[src/rtl/data_mem_pkg.sv]
// Shared types and constants for the data memory arbiter slice.
// Holds widths, depth, port ids, FSM states and the latched request.
package data_mem_pkg;

  localparam int ADDR_W = 6;
  localparam int DATA_W = 16;
  localparam int unsigned DEPTH = 32;

  localparam logic PORT_A = 1'b0;
  localparam logic PORT_B = 1'b1;

  typedef enum logic [1:0] {
    IDLE,
    ACCESS,
    DONE
  } arb_state_t;

  // Winner bookkeeping kept across ACCESS/DONE.
  // Address and write data live in mem_addr/mem_wdata.
  typedef struct packed {
    logic port;
    logic we;
    logic err;
  } xact_t;

  function automatic logic out_of_range(
    input logic [ADDR_W-1:0] a
  );
    return 32'(a) >= DEPTH;
  endfunction

endpackage

[src/rtl/rr_arb2.sv]
// Two-way arbiter: round-robin, or fixed A-first with MEMARB_FIXED_PRIO_EN.
// Ports: a_req, b_req, last_b (last grant was B) in; one-hot gnt out.
module rr_arb2 (
  input  logic       a_req,
  input  logic       b_req,
  input  logic       last_b,
  output logic [1:0] gnt
);

`ifdef MEMARB_FIXED_PRIO_EN

  logic unused_last;
  assign unused_last = last_b;

  always_comb begin
    gnt = 2'b00;
    unique case (1'b1)
      a_req:  gnt = 2'b01;
      b_req:  gnt = 2'b10;
      default: gnt = 2'b00;
    endcase
  end

`else

  // On a tie the port not granted last wins.
  always_comb begin
    gnt = 2'b00;
    unique case (1'b1)
      a_req && !b_req: gnt = 2'b01;
      b_req && !a_req: gnt = 2'b10;
      a_req && b_req:  gnt = last_b ? 2'b01
                                    : 2'b10;
      default:         gnt = 2'b00;
    endcase
  end

`endif

endmodule

[src/rtl/data_mem_arbiter.sv]
// Shares a 32x16 data memory between port A (LSU) and port B (debug).
// Ports: clk, rst_n; a_*/b_* req,we,addr,wdata,ack,rdata,err; mem_*.
// Each access is IDLE -> ACCESS -> DONE; ack/rdata/err valid in DONE.
// MEMARB_FIXED_PRIO_EN: A always wins ties, no last-grant pointer.
module data_mem_arbiter
  import data_mem_pkg::*;
(
  input  logic              clk,
  input  logic              rst_n,
  input  logic              a_req,
  input  logic              a_we,
  input  logic [ADDR_W-1:0] a_addr,
  input  logic [DATA_W-1:0] a_wdata,
  output logic              a_ack,
  output logic [DATA_W-1:0] a_rdata,
  output logic              a_err,
  input  logic              b_req,
  input  logic              b_we,
  input  logic [ADDR_W-1:0] b_addr,
  input  logic [DATA_W-1:0] b_wdata,
  output logic              b_ack,
  output logic [DATA_W-1:0] b_rdata,
  output logic              b_err,
  output logic [ADDR_W-1:0] mem_addr,
  output logic              mem_read,
  output logic [DATA_W-1:0] mem_wdata,
  input  logic [DATA_W-1:0] mem_rdata
);

  arb_state_t        state;
  xact_t             cur;
  xact_t             nxt;
  logic [ADDR_W-1:0] nxt_addr;
  logic [DATA_W-1:0] nxt_wdata;
  logic [1:0]        gnt;
  logic              last_b;

  rr_arb2 u_arb (
    .a_req  (a_req),
    .b_req  (b_req),
    .last_b (last_b),
    .gnt    (gnt)
  );

`ifdef MEMARB_FIXED_PRIO_EN
  assign last_b = PORT_B;
`else
  // Reset to B so A wins the first tie.
  always_ff @(posedge clk or negedge rst_n) begin
    if (!rst_n) begin
      last_b <= PORT_B;
    end else if (state == DONE) begin
      last_b <= cur.port;
    end
  end
`endif

  always_comb begin
    nxt       = '0;
    nxt_addr  = a_addr;
    nxt_wdata = a_wdata;
    nxt.port  = PORT_A;
    nxt.we    = a_we;
    if (gnt[1]) begin
      nxt.port  = PORT_B;
      nxt.we    = b_we;
      nxt_addr  = b_addr;
      nxt_wdata = b_wdata;
    end
    nxt.err = out_of_range(nxt_addr);
  end

  // mem_read drops only for the single ACCESS cycle of
  // an in-range write; reset forces it high at once.
  always_ff @(posedge clk or negedge rst_n) begin
    if (!rst_n) begin
      state     <= IDLE;
      cur       <= '0;
      a_ack     <= 1'b0;
      a_err     <= 1'b0;
      a_rdata   <= '0;
      b_ack     <= 1'b0;
      b_err     <= 1'b0;
      b_rdata   <= '0;
      mem_addr  <= '0;
      mem_read  <= 1'b1;
      mem_wdata <= '0;
    end else begin
      a_ack    <= 1'b0;
      a_err    <= 1'b0;
      b_ack    <= 1'b0;
      b_err    <= 1'b0;
      mem_read <= 1'b1;
      unique case (state)
        IDLE: begin
          if (|gnt) begin
            cur      <= nxt;
            mem_addr <= nxt_addr;
            if (nxt.we && !nxt.err) begin
              mem_read  <= 1'b0;
              mem_wdata <= nxt_wdata;
            end
            state <= ACCESS;
          end
        end
        ACCESS: begin
          if (cur.port == PORT_A) begin
            a_ack <= 1'b1;
            a_err <= cur.err;
            if (cur.err) begin
              a_rdata <= '0;
            end else if (!cur.we) begin
              a_rdata <= mem_rdata;
            end
          end else begin
            b_ack <= 1'b1;
            b_err <= cur.err;
            if (cur.err) begin
              b_rdata <= '0;
            end else if (!cur.we) begin
              b_rdata <= mem_rdata;
            end
          end
          state <= DONE;
        end
        DONE: begin
          state <= IDLE;
        end
        default: begin
          state <= IDLE;
        end
      endcase
    end
  end

endmodule

[config.mk]
export PLATFORM = sky130hd
export DESIGN_NAME = data_mem_arbiter
export DESIGN_NICKNAME = d
export VERILOG_FILES = /design/src/rtl/data_mem_pkg.sv /design/src/rtl/rr_arb2.sv /design/src/rtl/data_mem_arbiter.sv
export SDC_FILE = /design/constraint.sdc
export NUM_CORES = 1
export LEC_CHECK = 0
export BUFFER_PORTS_ARGS = -buffer_cell sky130_fd_sc_hd__buf_4
export CAP_MARGIN = 20
export CORE_MARGIN = 1.5
export CORE_UTILIZATION = 51
export DETAILED_ROUTE_END_ITERATION = 12
export GPL_ROUTABILITY_DRIVEN = 0
export GPL_TIMING_DRIVEN = 0
export PLACE_DENSITY = 0.85
export RECOVER_POWER = 100
export SETUP_SLACK_MARGIN = 0.5
export SYNTH_ARGS = -nofsm -noshare
export SYNTH_HDL_FRONTEND = slang
export SYNTH_SLANG_ARGS = --single-unit
export TNS_END_PERCENT = 30
[constraint.sdc]
create_clock -name clk -period 4.6 [get_ports clk]
set_input_delay 0.23 -clock clk [delete_from_list [all_inputs] [get_ports clk]]
set_output_delay 0.23 -clock clk [all_outputs]
set_load 0.03 [all_outputs]
# == Yosys cells after proc, flatten, opt, wreduce, memory -nomap -nowiden ==
# Index checks and enable logic that the tools add are counted.
# totals
elab_cells,53
mem_bits_rw,0
latchBits,0
input_bits,66
memories,0
romBits,0
register_bits,65
output_inout_bits,59
# op_classes
shift,0
reduce_logical,13
n_bitwise,1
div_mod_pow,0
n_mux,20
eq_ne,4
n_addsub,0
magnitude_cmp,1
mul,0
# ops
cell,n
16-bit 2-to-1 mux,3
1-bit 2-to-1 mux,11
3-bit AND reduction,3
6-bit greater-or-equal comparator (second input constant),1
2-bit 2-to-1 mux,3
6-bit 2-to-1 mux,1
2-bit one-hot mux with 3 select lines,1
1-bit logical AND,4
2-bit inequality test (second input constant),2
2-bit one-hot mux with 2 select lines,1
1-bit zero test,3
2-bit by 1-bit == test with 1-bit output (second input constant),1
2-bit == test (second input constant),1
2-bit zero test,1
2-bit AND reduction,1
2-bit OR reduction,1
1-bit inverter,1

# == Longest topological paths before layout ==
# logic_depth
word_depth,10
mapped_depth,6
depth_no_buf,4

# == Cells and area by module ==
# Synthesis repeated with hierarchy kept, for this count alone.
# hier_totals
cells_unflattened,191
area_unflattened_um2,2801.4
# modules_own_cells
module,seq_area_each_um2,cells_per_inst,area_per_inst_um2,instances
data_mem_arbiter,1604.0,188,2782.7,1
rr_arb2,0.0,3,18.8,1

# == Worst setup path before layout ==
# Ideal clock, no wire load.
# synth_timing
path_type,flip-flop to flip-flop
start,reg last_b
end,reg mem_wdata[10]
required_time_ns,4.475
setup_time_ns,0.125
slack_ns,2.374
path_stages_with_launch,6
arrival_time_ns,2.101
synth_period_minus_slack_ns,2.226
path_cell_list,dfstp_2 > a21boi_4 > or3b_4 > a2111oi_4 > buf_6 > mux2_4
# synth_via
elab_chain_cells,7
word_cells_on_any_way,10
cone_classes,order compare (1); mux (5); reduce/logical (4)
# synth_lines
element,line_no,text
from (decl),data_mem_arbiter.sv:36,logic last_b;
from (signal assigned),data_mem_arbiter.sv:53,last_b <= cur.port;
2-bit 2-to-1 mux (*),rr_arb2.sv:32,a_req && b_req: gnt = last_b ? 2'b01
2-bit one-hot mux with 3 select lines (*),rr_arb2.sv:29,unique case (1'b1)
6-bit 2-to-1 mux,data_mem_arbiter.sv:64,if (gnt[1]) begin
6-bit greater-or-equal comparator,data_mem_pkg.sv:29,return 32'(a) >= DEPTH;
1-bit zero test,data_mem_arbiter.sv:99,if (nxt.we && !nxt.err) begin
1-bit logical AND,data_mem_arbiter.sv:99,
3-bit AND reduction (no source line),--,
to (signal assigned),data_mem_arbiter.sv:101,mem_wdata <= nxt_wdata;
to (decl),data_mem_arbiter.sv:26,"output logic [DATA_W-1:0] mem_wdata,"
# Every way passes the cells marked *; elsewhere a longest branch is shown, timed or not.
# A chain may end at the register's enable or synchronous reset.

# == Worst setup path after layout ==
# layout_timing
start,reg last_b
end,reg mem_wdata[14]
# The elaborated chain is that of the path after synthesis.

==> run summary <==
### Logic synthesis
• cell type with the highest aggregate area in the netlist: sky130_fd_sc_hd__dfrtp_1
• number of enable flip-flop cells after synthesis: 0
• primary flip-flop cell chosen by synthesis mapping: sky130_fd_sc_hd__dfrtp_1
• nets in the synthesized netlist: 266
• most area-consuming cells after synthesis: sky130_fd_sc_hd__dfrtp_1, sky130_fd_sc_hd__mux2_2, sky130_fd_sc_hd__mux2_4
• Distinct cells, synth: 27
• gate count after technology mapping: 200
• #FFs+latches synth: 64
• most repeated cell in the gate-level netlist after synthesis: sky130_fd_sc_hd__dfrtp_1
• number of synthesis warnings: 0
• sequential fraction of the synthesis area: 57.08%
• top cells by instance count after synthesis: sky130_fd_sc_hd__dfrtp_1, sky130_fd_sc_hd__mux2_2, sky130_fd_sc_hd__nor2b_1
• post-synth design cell area: 0.002810 mm²
• Post-synth ARST share: 100.0%
• Avg Cell Area, Syn: 14.05 µm²
• fraction of post-synthesis cell area in the top cell type by area: 55.21%

### Cells and area
• signed area change from the synthesized netlist to the final layout: 35.04%
• total of fill cells in the finished design: 417
• nets@finish: 401
• share of cells above drive strength 1: 41.30%
• final core utilization: 72.91%
• finished layout cell area: 0.003795 mm²
• diode insertion count for antenna repair: 0

### Global routing
• maximum number of pins on one net before global-route repair: 65
• vias in the first global route: 2123
• grt peak-use layer: met2
• leftover overflow at the end of global routing: 0
• GRT Total Usage: 22.07%
• first-pass GRT wire length: 10.05 mm
• met1 usage: 25.88%
• met2 GRT Util: 38.77%
• GR Layer Usage met3: 3.690%
• antenna violations before repair: 0

### Pwr
• worst ir drop on vdd: 0.3708 mV
• PnR Total Power: 2.673 mW
• Leakage: 1.758 nW
• areal power density over the cells: 704.3 mW/mm²

### Setup path
• Worst EP arrival: 3.33 ns
• path type of the worst setup path: reg -> reg
• kind of capture point of the worst setup path: flip-flop
• CP required: 4.80 ns
• worst stage delay on the critical path: 0.80 ns
• sort of element at the start of the critical path: flip-flop
• crit-path max FO: 10
• critical-path cell list: a21boi_0, nand2_1, a2111oi_4, clkbuf_1, mux2_1
• cell with the largest stage delay on the worst path: sky130_fd_sc_hd__a21boi_0

### Detailed routing
• drt first-iter violations: 64
• vias per std cell: 4.922
• DRC Markers: 0
• final antenna-violating net count: 0
• average wire per standard cell: 15.22 µm
• via count: 2013
• total routed wirelength: 6.224 mm
• count of TritonRoute iterations in the first routing pass: 4

### Timing
• max-slew violation count: 0
• sum of negative setup slack: 0 ns
• Slew @ Worst Pin: 1.008 ns
• time the worst path needs with I/O delays and setup: 3.131 ns
• Final Hold Vio Count: 13
• worst rel slew slack: 32.18%
• post-route fraction of the period consumed by the critical path: 68.07%
• final-report setup violation count: 0
• Min Hold Slack: -0.02937 ns
• maximum clock rate: 319.4 MHz
• maximum clock skew at final layout: 0.01206 ns
• RSZ-0062 raised after global routing: false

### Outcome
• failing checks: hold timing
• run status: finished with violations

### Clocking
• number of instances resized during post-cts repair: 0
• clock transition time at the flip-flop clock pins of the worst setup and hold paths: 0.07 ns
• clock tree from TritonCTS: built
• Hold-fix buffers, CTS: 0
• clock tree root driver cell: sky130_fd_sc_hd__clkbuf_8
• number of buffers created by CTS: 9
• number of buffers on the longest clock path: 2
• number of H-tree branching levels: 3
• worst-skew pair later-pin latency: 0.33 ns
• sink count of the clock tree: 64
• buffers inserted by post-CTS timing repair: 0

### Die
• number of top-level pins: 125
• Initial Utilization: 53.99%
• Die Footprint: 0.005964 mm²
• width of the die: 77.23 µm
• die boundary height: 77.23 µm
• placement row count: 26
• Core Box Area: 0.005205 mm²

### Place
• half-perimeter wire length of the detailed placement result: 4.547 mm
• Port-buffer cells: 124
• area after detailed placement: 0.003829 mm²

### Worst hold path
• type of the worst min-delay path: in -> async

### Flow run
• max-cap viol count: 0

[per-stage QoR]
step / worst slack, ns / hold WS (ns) / instances
after floorplan: 2.374 / -0.06559 / 200
after global routing: 1.132 / 0.04750 / 409
after global placement: 2.173 / 0.3649 / 394
final: 1.469 / -0.02937 / 409
after detailed placement: 2.149 / 0.3664 / 394
after CTS: 2.128 / 0.01031 / 409
[kinds of logic after synthesis]
| family | count (synthesis) | share of synthesized area [%] |
|---|---|---|
| DFF | 64 | 57.08 |
| muxes | 69 | 28.63 |
| buffers and inverters | 14 | 2.360 |
| and+or+nand+nor | 37 | 7.480 |
| AOI/OAI and AO/OA | 16 | 4.452 |
[area by class of cell]
class,instances,area (µm²),area share (%)
Tap cell,70,87.58,2.308
Sequential cell,64,1604,42.27
Inverter,4,15.01,0.3956
Multi-Input combinational cell,122,1099,28.95
Clock inverter,2,60.06,1.583
Clock buffer,13,178.9,4.715
Buffer,10,41.29,1.088
Timing Repair Buffer,124,709.4,18.69
[registers in the layout (all words and copies together), names as in the netlist]
signal	cells
state	2
b_err	1
mem_wdata	16
a_err	1
cur	2
mem_addr	6
b_rdata	16
b_ack	1
last_b	1
a_rdata	16
a_ack	1
mem_read	1
[cells in the final DEF (no fill, tap or decap), types with 2 or more instances in the layout]
master / synthesis / routed
sky130_fd_sc_hd__nand2_1: 2 / 2
sky130_fd_sc_hd__o21a_1: 2 / 2
sky130_fd_sc_hd__nor2b_1: 18 / 18
sky130_fd_sc_hd__mux2_1: 0 / 8
sky130_fd_sc_hd__mux2_2: 55 / 55
sky130_fd_sc_hd__and3_1: 2 / 2
sky130_fd_sc_hd__nand2b_1: 3 / 3
sky130_fd_sc_hd__inv_1: 4 / 4
sky130_fd_sc_hd__dfrtp_1: 62 / 62
sky130_fd_sc_hd__mux2i_1: 5 / 5
sky130_fd_sc_hd__clkbuf_8: 0 / 13
sky130_fd_sc_hd__and2_0: 0 / 2
sky130_fd_sc_hd__bufinv_16: 0 / 2
sky130_fd_sc_hd__nor2_1: 8 / 8
sky130_fd_sc_hd__a21oi_1: 7 / 7
sky130_fd_sc_hd__o21ai_0: 2 / 3
sky130_fd_sc_hd__clkbuf_1: 5 / 68
sky130_fd_sc_hd__buf_4: 1 / 66
[critical path: cells and delay by family, from the launching register on]
family	cells	cell delay, ns
multiplexers	1	0.38
flip-flops	1	0.38
AO/OA/AOI/OAI	2	1.48
buffers and inverters	1	0.52
AND/OR/NAND/NOR	1	0.26
[where the power goes]
group	internal (mW)	leakage, nW	switching, mW
Combinational	0.393	0.834	0.790
Sequential	0.803	0.802	0.124
Clock	0.362	0.122	0.201
[path summary, 6_finish.rpt]
kind | endpoint | slack (ns) | depth (start not counted) | from
max in group asynchronous | mem_addr[2]$_DFFE_PN0P_ | 4.10 | 1 | rst_n
hold reg to reg | mem_wdata[15]$_DFFE_PN0P_ | 0.49 | 1 | mem_wdata[15]$_DFFE_PN0P_
hold / removal | mem_wdata[3]$_DFFE_PN0P_ | -0.03 | 1 | rst_n
setup / recovery | mem_wdata[14]$_DFFE_PN0P_ | 1.47 | 5 | last_b$_DFFE_PN1N_
min in group clk | mem_addr[5]$_DFFE_PN0P_ | 0.19 | 3 | a_addr[5]
setup reg to reg | mem_wdata[14]$_DFFE_PN0P_ | 1.47 | 5 | last_b$_DFFE_PN1N_
[routing by layer]
layer	wire length [µm]	up-vias
li1	-	958
met1	2595	990
met2	3302	57
met3	219	8
met4	107	0
met5	0	-
Note: power is estimated with default switching activity, not from simulation.
